[src/rtl/dlx_pkg.sv]
// Shared DLX front-end types and constants used by the fetch stage.
package dlx_pkg;

  localparam logic [31:0] NOP_INSTR   = 32'h0000_0000;
  localparam logic [31:0] PC_STEP     = 32'd4;
  localparam int unsigned FIFO_CNT_W  = 3;

  typedef struct packed {
    logic [31:0] pc;
    logic [31:0] instr;
  } fetch_entry_t;

  function automatic logic [31:0] align_pc(input logic [31:0] addr);
    return {addr[31:2], 2'b00};
  endfunction

endpackage

[src/rtl/fetch_fifo.sv]
// Small circular buffer of fetched {pc, instr} pairs feeding decode.
module fetch_fifo
  import dlx_pkg::*;
#(
  parameter int unsigned DEPTH = 2
) (
  input  logic                  clk,
  input  logic                  reset,
  input  logic                  push,
  input  fetch_entry_t          push_data,
  input  logic                  pop,
  input  logic                  flush_all,
  input  logic                  flush_younger,
  output fetch_entry_t          head,
  output logic [FIFO_CNT_W-1:0] count
);

  localparam int unsigned PTR_W = $clog2(DEPTH);

  if (DEPTH < 2 || DEPTH > 4) begin : g_depth_check
    $error("fetch_fifo: DEPTH must be in 2..4");
  end

  fetch_entry_t                mem_q [DEPTH];
  logic [PTR_W-1:0]            rd_ptr_q, rd_ptr_d;
  logic [PTR_W-1:0]            wr_ptr_q, wr_ptr_d;
  logic [FIFO_CNT_W-1:0]       count_q, count_d;
  logic                        do_push, do_pop, wr_en;

  function automatic logic [PTR_W-1:0] inc_ptr(input logic [PTR_W-1:0] p);
    return (p == PTR_W'(DEPTH - 1)) ? '0 : p + PTR_W'(1);
  endfunction

  always_comb begin
    rd_ptr_d = rd_ptr_q;
    wr_ptr_d = wr_ptr_q;
    count_d  = count_q;
    do_pop   = pop && (count_q != '0);
    do_push  = push && ((count_q < FIFO_CNT_W'(DEPTH)) || do_pop);
    wr_en    = 1'b0;
    head     = mem_q[rd_ptr_q];
    count    = count_q;

    if (flush_all) begin
      rd_ptr_d = '0;
      wr_ptr_d = '0;
      count_d  = '0;
    end else if (flush_younger) begin
      // Keep only the head, and only if it is not leaving this cycle.
      if (do_pop || (count_q == '0)) begin
        rd_ptr_d = '0;
        wr_ptr_d = '0;
        count_d  = '0;
      end else begin
        wr_ptr_d = inc_ptr(rd_ptr_q);
        count_d  = FIFO_CNT_W'(1);
      end
    end else begin
      wr_en = do_push;
      if (do_push) wr_ptr_d = inc_ptr(wr_ptr_q);
      if (do_pop)  rd_ptr_d = inc_ptr(rd_ptr_q);
      count_d = count_q + FIFO_CNT_W'(do_push) - FIFO_CNT_W'(do_pop);
    end
  end

  always_ff @(posedge clk) begin
    if (reset) begin
      rd_ptr_q <= '0;
      wr_ptr_q <= '0;
      count_q  <= '0;
    end else begin
      rd_ptr_q <= rd_ptr_d;
      wr_ptr_q <= wr_ptr_d;
      count_q  <= count_d;
    end
  end

  always_ff @(posedge clk) begin
    if (wr_en) mem_q[wr_ptr_q] <= push_data;
  end

endmodule

[src/rtl/if_stage.sv]
// DLX instruction-fetch stage: fetch PC, imem req/ack handshake, redirects
// from decode/execute, and the buffered instruction stream into decode.
module if_stage
  import dlx_pkg::*;
#(
  parameter logic [31:0] RESET_PC = 32'h0000_0000,
  parameter int unsigned DEPTH    = 2
) (
  input  logic        clk,
  input  logic        reset,
  output logic        imem_req,
  output logic [31:0] imem_addr,
  input  logic        imem_ack,
  input  logic [31:0] imem_rdata,
  input  logic        Pc_cmd_id,
  input  logic [31:0] pc_in_ID,
  input  logic        pc_cmd_EX,
  input  logic [31:0] pc_in_EX,
  input  logic        stall_ID,
  output logic [31:0] instr_ID,
  output logic [31:0] PC_ID,
  output logic        valid_ID
);

  logic [31:0]           fetch_pc_q, fetch_pc_d;
  logic [31:0]           redir_pc_q, redir_pc_d;
  logic [31:0]           last_pc_q, last_pc_d;
  logic                  drop_q, drop_d;
  logic [31:0]           target;
  logic                  head_valid, accept;
  logic                  redir_ex, redir_id, redirect;
  logic                  push, pop;
  fetch_entry_t          push_entry, head;
  logic [FIFO_CNT_W-1:0] count;

  always_comb begin
    head_valid = (count != '0);
    imem_req   = !reset && ((count < FIFO_CNT_W'(DEPTH)) || drop_q);
    imem_addr  = fetch_pc_q;
    valid_ID   = head_valid;
    instr_ID   = head_valid ? head.instr : NOP_INSTR;
    PC_ID      = head_valid ? head.pc : last_pc_q;

    accept   = imem_req && imem_ack;
    redir_ex = pc_cmd_EX;
    redir_id = Pc_cmd_id && !pc_cmd_EX && head_valid && !stall_ID;
    redirect = redir_ex || redir_id;
    target   = redir_ex ? align_pc(pc_in_EX) : align_pc(pc_in_ID);

    pop              = head_valid && !stall_ID && !redir_ex;
    push             = accept && !drop_q && !redirect;
    push_entry.pc    = fetch_pc_q;
    push_entry.instr = imem_rdata;

    fetch_pc_d = fetch_pc_q;
    redir_pc_d = redir_pc_q;
    drop_d     = drop_q;
    last_pc_d  = PC_ID;

    // An unacked request must keep its address, so park the target until its ack.
    if (redirect) begin
      if (imem_req && !imem_ack) begin
        drop_d     = 1'b1;
        redir_pc_d = target;
      end else begin
        fetch_pc_d = target;
        drop_d     = 1'b0;
      end
    end else if (accept) begin
      if (drop_q) begin
        fetch_pc_d = redir_pc_q;
        drop_d     = 1'b0;
      end else begin
        fetch_pc_d = fetch_pc_q + PC_STEP;
      end
    end
  end

  always_ff @(posedge clk) begin
    if (reset) begin
      fetch_pc_q <= RESET_PC;
      redir_pc_q <= '0;
      last_pc_q  <= '0;
      drop_q     <= 1'b0;
    end else begin
      fetch_pc_q <= fetch_pc_d;
      redir_pc_q <= redir_pc_d;
      last_pc_q  <= last_pc_d;
      drop_q     <= drop_d;
    end
  end

  fetch_fifo #(
    .DEPTH(DEPTH)
  ) u_fetch_fifo (
    .clk          (clk),
    .reset        (reset),
    .push         (push),
    .push_data    (push_entry),
    .pop          (pop),
    .flush_all    (redir_ex),
    .flush_younger(redir_id),
    .head         (head),
    .count        (count)
  );

endmodule

[config.mk]
export PLATFORM = sky130hd
export DESIGN_NAME = if_stage
export DESIGN_NICKNAME = d
export VERILOG_FILES = /design/src/rtl/dlx_pkg.sv /design/src/rtl/fetch_fifo.sv /design/src/rtl/if_stage.sv
export SDC_FILE = /design/constraint.sdc
export NUM_CORES = 1
export LEC_CHECK = 0
export CAP_MARGIN = 20
export CORE_AREA = 2 2 142 144
export CTS_CLUSTER_SIZE = 10
export DETAILED_ROUTE_END_ITERATION = 6
export DIE_AREA = 0 0 144 146
export DONT_BUFFER_PORTS = 1
export PLACE_DENSITY_LB_ADDON = 0.12
export SLEW_MARGIN = 20
export SYNTH_ARGS = -nofsm -noshare
export SYNTH_HDL_FRONTEND = slang
export SYNTH_SLANG_ARGS = --single-unit
export TNS_END_PERCENT = 100
[constraint.sdc]
create_clock -name clk -period 5.85 [get_ports clk]
set_input_delay 0.585 -clock clk [delete_from_list [all_inputs] [get_ports clk]]
set_output_delay 0.585 -clock clk [all_outputs]
set_load 0.005 [all_outputs]
# Word level (Yosys, flattened, before mapping)
# Memories as Yosys holds them, arrays and structs flattened. A register that Yosys moved wholly into a read port is not among the register bits.
# Cells that the tools add are included.
# totals
register_bits	102
latch_bits	0
ramBits	128
rom_bits	0
word_cells	73
n_memories	1
# memory_table
memory	words	word_bits	read_ports	rd_ports_with_merged_regs	write_ports	line_no	text
u_fetch_fifo.mem_q	2	64	1	1	1	fetch_fifo.sv:24	fetch_entry_t mem_q [DEPTH];
# op_classes
n_addsub	5
n_mul	0
div_mod_pow	0
n_lt_le_gt_ge	1
eq_ne	2
n_shift	0
mux	26
bitwise	0
reduce_logical	31
# op_table
operator	count
32-bit two-way mux	7
32-bit by 3-bit adder with 32-bit output (second input constant)	1
1-bit two-way mux	18
1-bit logical AND	12
1-bit logical NOT	6
2-bit AND reduction	3
2-bit nonzero test	3
1-bit logical OR	4
3-bit by 1-bit adder with 3-bit output	1
3-bit logical NOT	1
3-bit by 2-bit < comparator with 1-bit output (second input constant)	1
3-bit two-way mux	1
3-bit nonzero test	1
3-bit by 1-bit subtractor with 3-bit output	1
1-bit adder (second input constant)	2
2-bit by 1-bit != test with 1-bit output (second input constant)	1
2-bit != test (second input constant)	1
2-bit OR reduction	1

# Logic depth before layout (Yosys ltp)
# Gate-level depths: netlist of run 1.
# logic_depth
ltp_word	12
mapped_depth	11
depth_no_buf	10

# Cells and area by module
# A second synthesis of run 1 with hierarchy kept.
# hier_totals
hier_cells	923
hier_area_um2	10142.2
# by_module_without_submodules
module	n_inst	cells_each	area_each_um2	seq_area_each_um2
if_stage	1	687	5203.7	1861.8
fetch_fifo	1	236	4938.5	3963.8

# Least setup slack after synthesis of run 1
# OpenSTA, ideal clock, no wires.
# synth_timing
path_kind	in2reg
from	input port Pc_cmd_id
to	memory u_fetch_fifo.mem_q[0][0] (netlist name) (enable)
setup_ns	0.482
t_arrival_ns	3.961
t_required_ns	5.368
setup_slack_ns	1.407
path_stages	5
path_buffers	1
path_cell_list	nor2b_1 > a211oi_1 > buf_2 > nand3_1 > nor2_1
# synth_via
elab_chain_len	11
# synth_rtl
item	line_no	text
start, declared	if_stage.sv:15	input logic Pc_cmd_id,
1-bit logical AND (*) (3 in series)	if_stage.sv:46	redir_id = Pc_cmd_id && !pc_cmd_EX && head_valid && !stall_ID;
1-bit logical OR	if_stage.sv:47	redirect = redir_ex || redir_id;
1-bit logical NOT	if_stage.sv:51	push = accept && !drop_q && !redirect;
1-bit logical AND	if_stage.sv:51	
1-bit logical AND	fetch_fifo.sv:39	do_push = push && ((count_q < FIFO_CNT_W'(DEPTH)) || do_pop);
1-bit two-way mux (*)	fetch_fifo.sv:48	end else if (flush_younger) begin
1-bit two-way mux (*)	fetch_fifo.sv:44	if (flush_all) begin
1-bit two-way mux (*)	fetch_fifo.sv:79	if (wr_en) mem_q[wr_ptr_q] <= push_data;
1-bit two-way mux (implied by the code) (*)	fetch_fifo.sv:79	
end, declared	fetch_fifo.sv:24	
# Mark *: on every way between the ends. The rest lies on a longest branch, timed or not.

# Worst setup path in the final report of run 1
# layout_timing
from	register u_fetch_fifo.count_q[1] (netlist: u_fetch_fifo.count[1])
to	memory u_fetch_fifo.mem_q[1][19] (netlist name) (enable)
# layout_via
elab_chain_len	11
elab_cells_between_ends	20
cone_classes	1 x order compare; 4 x mux; 15 x reduce/logical
# layout_rtl
item	line_no	text
start, declared	fetch_fifo.sv:27	logic [FIFO_CNT_W-1:0] count_q, count_d;
start signal, assigned	fetch_fifo.sv:74	count_q <= count_d;
3-bit nonzero test (*)	if_stage.sv:37	head_valid = (count != '0);
named net valid_ID	if_stage.sv:22	output logic valid_ID
1-bit logical AND (2 in series)	if_stage.sv:46	
1-bit logical OR	if_stage.sv:47	
1-bit logical NOT	if_stage.sv:51	
1-bit logical AND	if_stage.sv:51	
1-bit logical AND	fetch_fifo.sv:39	
1-bit two-way mux (*)	fetch_fifo.sv:48	
1-bit two-way mux (*)	fetch_fifo.sv:44	
1-bit two-way mux (*)	fetch_fifo.sv:79	
1-bit two-way mux (implied by the code) (*)	fetch_fifo.sv:79	
# The timed path passes the listed nets; every way through them passes the cells marked *.

==> metrics.csv, run 1 <==
metric,value,unit
status,"complete, no violations",
final hold vios,0,
CP top delay family,buffers and inverters,
Crit path top cell by count,buf_4,
most common cell in the netlist,edfxtp_1,
CP max-delay cell,and2_2,
Synth area leader,edfxtp_1,
layout net count,937,
YS warnings,0,
CTS max path bufs,3,
fin. max-slew vios,0,
die outline height,146,um
sequential fraction of the synthesis area,59.24,%
hold path startpoint,reset,
initial antenna violation count,0,
Inst Count DP,1067,
Static Leak,3.582,nW
GRT overflow,0,
synth unique cells,58,
relative slew slack,32.47,%
Final setup viols,0,
"reg-to-reg slack, setup",2.76,ns
vias in the first global route,6045,
Initial Utilization,49.81,%
CTS tree,yes,
Synth Instances,850,
FMAX,323.5,MHz
area grow syn2layout,9.874,%
vias,6354,
IO Count,200,
"Req. time, crit path",5.99,ns
"Hold-fix buffers, CTS",0,
main flop type after synthesis,edfxtp_1,
"Cell Area, Synth",0.009630,mm^2
worst-path fanout max,35,
share of the synthesized area in the top cell type,38.66,%
CP Class,flop to flop,
DRT Wirelength,21350,um
setup_tns,0,ns
startpoint types,flop,
drt pass-1 iters,5,
largest net degree at the start of global routing,98,
routed len/inst,19.14,um
PortBufs,0,
cts bufs inserted,26,
reg2reg path depth,8,
clock latency on the worst-skew pair,0.51,ns
# DRC,0,
htree depth,1,
"Buf+Inv Stages, Crit Path",4,
worst r2r src,u_fetch_fifo.count[1],
GPL Wtd Cong,0.7799,
Core ar.,0.01933,mm^2
CTS Root Cell,clkbuf_16,
Hold Path End,redir_pc_q[18],
CP cell instances,"nor3_4, inv_2, a211oi_1, buf_4, nand3_1, inv_1, and2_2, buf_4",
layout cell share with drive strength beyond 1,7.294,%
final worst-path setup slack,2.759,ns
minimum clock period,3.091,ns
Power Dens Cells,325.2,mW/mm^2
CTS sink count,223,
total power,3.441,mW
Die Span X,144,um
initial drt markers,367,
"FFs w/ async S/R, synth",0,%
RSZ-0062 raised after global routing,no,
row count,51,
number of synthesized flops with an enable pin,124,
Setup WS pre-CTS,2.613,ns
"Reg clk slew, reported paths",0.06,ns
clock skew,0.009880,ns
CP endpoint kind,flop,
Max-Cap Viols,0,
Final ANT Viol Nets,0,
post-DP HPWL,13920,um
synth cell count leaders,"edfxtp_1, dfxtp_1, mux2i_1, nor2_1, nand2_1",
Worst Hold Class,input port to flop,
max incr delay on CP,0.65,ns
Worst Hold Depth,1,
Post-Route Utilization,54.73,%
via/cell ratio,5.699,
flip-flop and latch count after synthesis,223,
Worst R2R End,u_fetch_fifo.mem_q[1][19],
maximum vdd drop,0.0002078,V
Die ar.,0.02102,mm^2
Slew @ Worst Pin,1.012,ns
gr usage total,19.96,%
non-filler instance count after layout,1115,
Avg Synthesized Cell Area,11.33,um^2
synth top area cells,"edfxtp_1, dfxtp_1, mux2i_1, nor2_1, a211oi_1",
first-pass GRT wire length,33410,um
ANT cells,0,
post-CTS sizing,0,
Setup Buffers After CTS,0,
fin crit share,52.83,%
"Data arrival, critical path",3.23,ns
-- area by class of cell --
| cell class | instances | area, um^2 |
|---|---|---|
| well taps | 265 | 331.6 |
| inverters | 17 | 63.81 |
| fillers | 1662 | 8753 |
| clock buffers | 48 | 764.5 |
| flip-flops and latches | 223 | 5709 |
| multi-input cells | 552 | 3637 |
| repair buffers | 10 | 75.07 |
-- power breakdown --
| group | internal, mW | total (mW) | switching (mW) |
|---|---|---|---|
| clock network | 0.869 | 1.44 | 0.573 |
| logic | 0.0850 | 0.217 | 0.132 |
| registers | 1.72 | 1.78 | 0.0658 |
-- layer usage --
metal | wire length (um) | vias up | part of all wire, % | global-route usage, %
met2 | 9770 | 241 | 46 | 32.10
met4 | 277 | 0 | 1.3 | 4.314
met1 | 9303 | 3019 | 44 | 26.70
met3 | 1993 | 23 | 9.3 | 6.120
li1 | - | 3071 | - | -
met5 | 0 | - | 0 | 0
-- cell usage in the layout (no fill, tap or decap), drive strengths merged, types with 6 or more instances in the layout --
cell    count
edfxtp    124
mux2i      99
nor2       99
dfxtp      99
nand2      56
clkbuf     48
o21ai      46
a211oi     39
and2       34
nor3       26
inv        17
a21oi      17
nand3      16
buf        10
xor2        8
nand4       8
or3         7
or2         7
and3        6
o32ai       6
nor4        6
-- worst max path at each step --
stage	endpoint	cells after the start	start	slack, ns
6_report	u_fetch_fifo.mem_q[1][19]	8	u_fetch_fifo.count[1]	2.76
4_1_cts	u_fetch_fifo.mem_q[1][61]	8	u_fetch_fifo.count[1]	2.74
5_1_grt	u_fetch_fifo.mem_q[1][61]	8	u_fetch_fifo.count[1]	2.53
3_3_place_gp	u_fetch_fifo.mem_q[1][59]	7	Pc_cmd_id	2.66
3_5_place_dp	u_fetch_fifo.mem_q[1][59]	7	Pc_cmd_id	2.61
2_1_floorplan	u_fetch_fifo.mem_q[0][0]	5	Pc_cmd_id	1.41
-- worst register-to-register path, stage by stage, from the launching register on --
cell	delay, ns
dfxtp_1	0.36
nor3_4	0.20
inv_2	0.10
a211oi_1	0.20
buf_4	0.22
nand3_1	0.18
inv_1	0.18
and2_2	0.65
buf_4	0.57
-- registers in the layout, summed over array words and instances (netlist names), named ones only --
| signal | flops |
|---|---|
| imem_addr | 30 |
| u_fetch_fifo.count | 3 |
| drop_q | 1 |
| redir_pc_q | 30 |
| u_fetch_fifo.mem_q | 124 |
| u_fetch_fifo.rd_ptr_q | 1 |
| u_fetch_fifo.wr_ptr_q | 1 |
| last_pc_q | 32 |
-- cell families after synthesis --
group	after synthesis	synth area share, %
AO/OA/AOI/OAI	154	11.00
buffers and inverters	76	3.287
multiplexers	100	10.41
AND/OR/NAND/NOR	278	14.11
other	1	0.03894
XOR/XNOR	13	1.182
adder cells (fa/ha/maj)	5	0.7276
flip-flops	223	59.24
-- through the flow --
| stage | instance area, um^2 | hold slack, ns |
|---|---|---|
| floorplan | 9634 | 0.4512 |
| global placement | 9817 | 0.4646 |
| detailed placement | 9817 | 0.4731 |
| CTS | 10580 | 0.1246 |
| global route | 10580 | 0.1194 |
| finish | 10580 | 0.1439 |
Note: power is estimated with default switching activity, not from simulation.
==> inputs of run 2 (changes only) <==
- clock period: 5.85 -> 2.8 ns (I/O delays scaled with it)
==> run 2 against run 1 <==
Effect of this change: clock power grew 110%; die area stayed put; fmax rose by 30%; sequential share of layout area fell by 2.2 points.
==> metrics.csv, run 2 (synthesized netlist as in run 1, its figures left out) <==
metric,value,unit,change
total power,7.260,mW,+110%
Max-Cap Viols,0,,unchanged
htree depth,1,,unchanged
clock skew,0.01089,ns,+0.001012 ns
CTS Root Cell,clkbuf_16,,
post-DP HPWL,13870,um,-0.33%
Power Dens Cells,658.1,mW/mm^2,+100%
Worst Hold Class,input port to flop,,
CTS tree,yes,,
fin. max-slew vios,0,,unchanged
cts bufs inserted,26,,unchanged
Slew @ Worst Pin,0.6072,ns,-0.4046 ns
routed len/inst,18.54,um,-3.2%
row count,51,,unchanged
startpoint types,flop,,
layout net count,979,,+4.5%
Post-Route Utilization,57.05,%,+2.3 points
clock latency on the worst-skew pair,0.51,ns,about the same
first-pass GRT wire length,33550,um,+0.41%
die outline height,146,um,unchanged
Die ar.,0.02102,mm^2,unchanged
DRT Wirelength,21450,um,+0.48%
Static Leak,3.780,nW,+5.5%
# DRC,0,,unchanged
vias,6418,,+1.0%
FMAX,419.7,MHz,+30%
minimum clock period,2.383,ns,-0.7083 ns
fillcell total,1624,,-2.3%
CTS sink count,223,,unchanged
initial drt markers,463,,+26%
maximum vdd drop,0.0003795,V,+83%
worst hold slack,0.02953,ns,-0.1143 ns
"Reg clk slew, reported paths",0.05,ns,about the same
register area,0.005709,mm^2,unchanged
Final setup viols,0,,unchanged
Multi-input gate area,0.003637,mm^2,unchanged
CP endpoint kind,flop,,
largest net degree at the start of global routing,97,,-1.0%
"Data arrival, critical path",2.78,ns,-0.45 ns
Die Span X,144,um,unchanged
Core ar.,0.01933,mm^2,unchanged
Final ANT Viol Nets,0,,unchanged
layout cell share with drive strength beyond 1,8.072,%,+0.78 points
Initial Utilization,49.81,%,unchanged
drt pass-1 iters,5,,unchanged
max reg flops,124,,unchanged
via/cell ratio,5.547,,-2.7%
most flop-heavy register,u_fetch_fifo.mem_q,,
status,"complete, no violations",,
"most common cell after layout, fill and taps aside",edfxtp_1,,
GPL Wtd Cong,0.8049,,+3.2%
ANT cells,0,,unchanged
final hold vios,0,,unchanged
gr usage total,19.91,%,-0.049 points
worst-path fanout max,5,,-86%
PortBufs,0,,unchanged
area grow syn2layout,14.54,%,
CP Class,flop to flop,,
CTS max path bufs,3,,unchanged
vias in the first global route,6040,,-0.083%
IO Count,200,,unchanged
"Req. time, crit path",3.19,ns,-2.80 ns
most frequent cells in the layout,"edfxtp_1, mux2i_1, nor2_1, dfxtp_1, nand2_1",,
GRT overflow,0,,unchanged
Setup Buffers After CTS,0,,unchanged
relative slew slack,59.09,%,+27 points
RSZ-0062 raised after global routing,no,,
fin crit share,85.09,%,+32 points
Top Registers,"u_fetch_fifo.mem_q: 124 flops, last_pc_q: 32 flops",,
initial antenna violation count,0,,unchanged
run 2: worst paths after layout:
check	slack (ns)	endpoint	depth (start not counted)	from
worst max-delay path	0.42	u_fetch_fifo.count[2]	10	u_fetch_fifo.count[1]
worst min-delay path	0.03	flop	3	stall_ID
worst max register to register	0.42	u_fetch_fifo.count[2]	10	u_fetch_fifo.count[1]
worst min register to register	0.48	last_pc_q[0]	1	last_pc_q[0]
run 2: through the flow:
stage                     setup slack, ns  instances  instance area (um^2)  TNS, ns
after CTS                          0.2088       1157                 11030        0
after detailed placement           0.4642       1076                  9922        0
after floorplan                   -0.5642        851                  9638   -34.98
after global placement             0.5277       1076                  9922        0
final                              0.4175       1157                 11030        0
after global routing               0.2094       1157                 11030        0
run 2: final cells by class:
cell class | count | area share [%]
sequential | 223 | 51.76
clock inverter | 1 | 0.03403
timing repair buffer | 52 | 4.753
tap | 265 | 3.006
clock buffer | 47 | 6.897
multi-input combinational | 552 | 32.97
inverter | 17 | 0.5785
run 2: worst max-delay path: stages (launching register included):
cell and delay (ns):
dfxtp_1 0.36, nor3_4 0.25, inv_2 0.12, a211oi_1 0.30
nand3_1 0.25, inv_1 0.19, ha_1 0.16, inv_1 0.05
fa_1 0.37, xnor2_1 0.16, nor2_1 0.06
run 2: where the power goes:
part	total, mW	switching (mW)	internal, mW	leakage [nW]
Sequential	3.71	0.125	3.58	1.95
Combinational	0.540	0.316	0.224	1.46
Clock	3.01	1.20	1.81	0.364
run 2: timing repair:
item | 4_1_cts | 5_1_grt
hold endpoints to repair | 118 | 0
resized for setup | 0 | 1
hold buffers | 33 | 0
setup endpoints to repair | 0 | 1
run 2: metal layers:
metal | up-vias | share of wire [%] | global-route usage (%)
met5 | - | 0 | 0
met4 | 0 | 1.4 | 4.902
met3 | 25 | 8.1 | 5.265
met2 | 240 | 45 | 30.43
met1 | 3003 | 46 | 28.37
li1 | 3150 | - | -
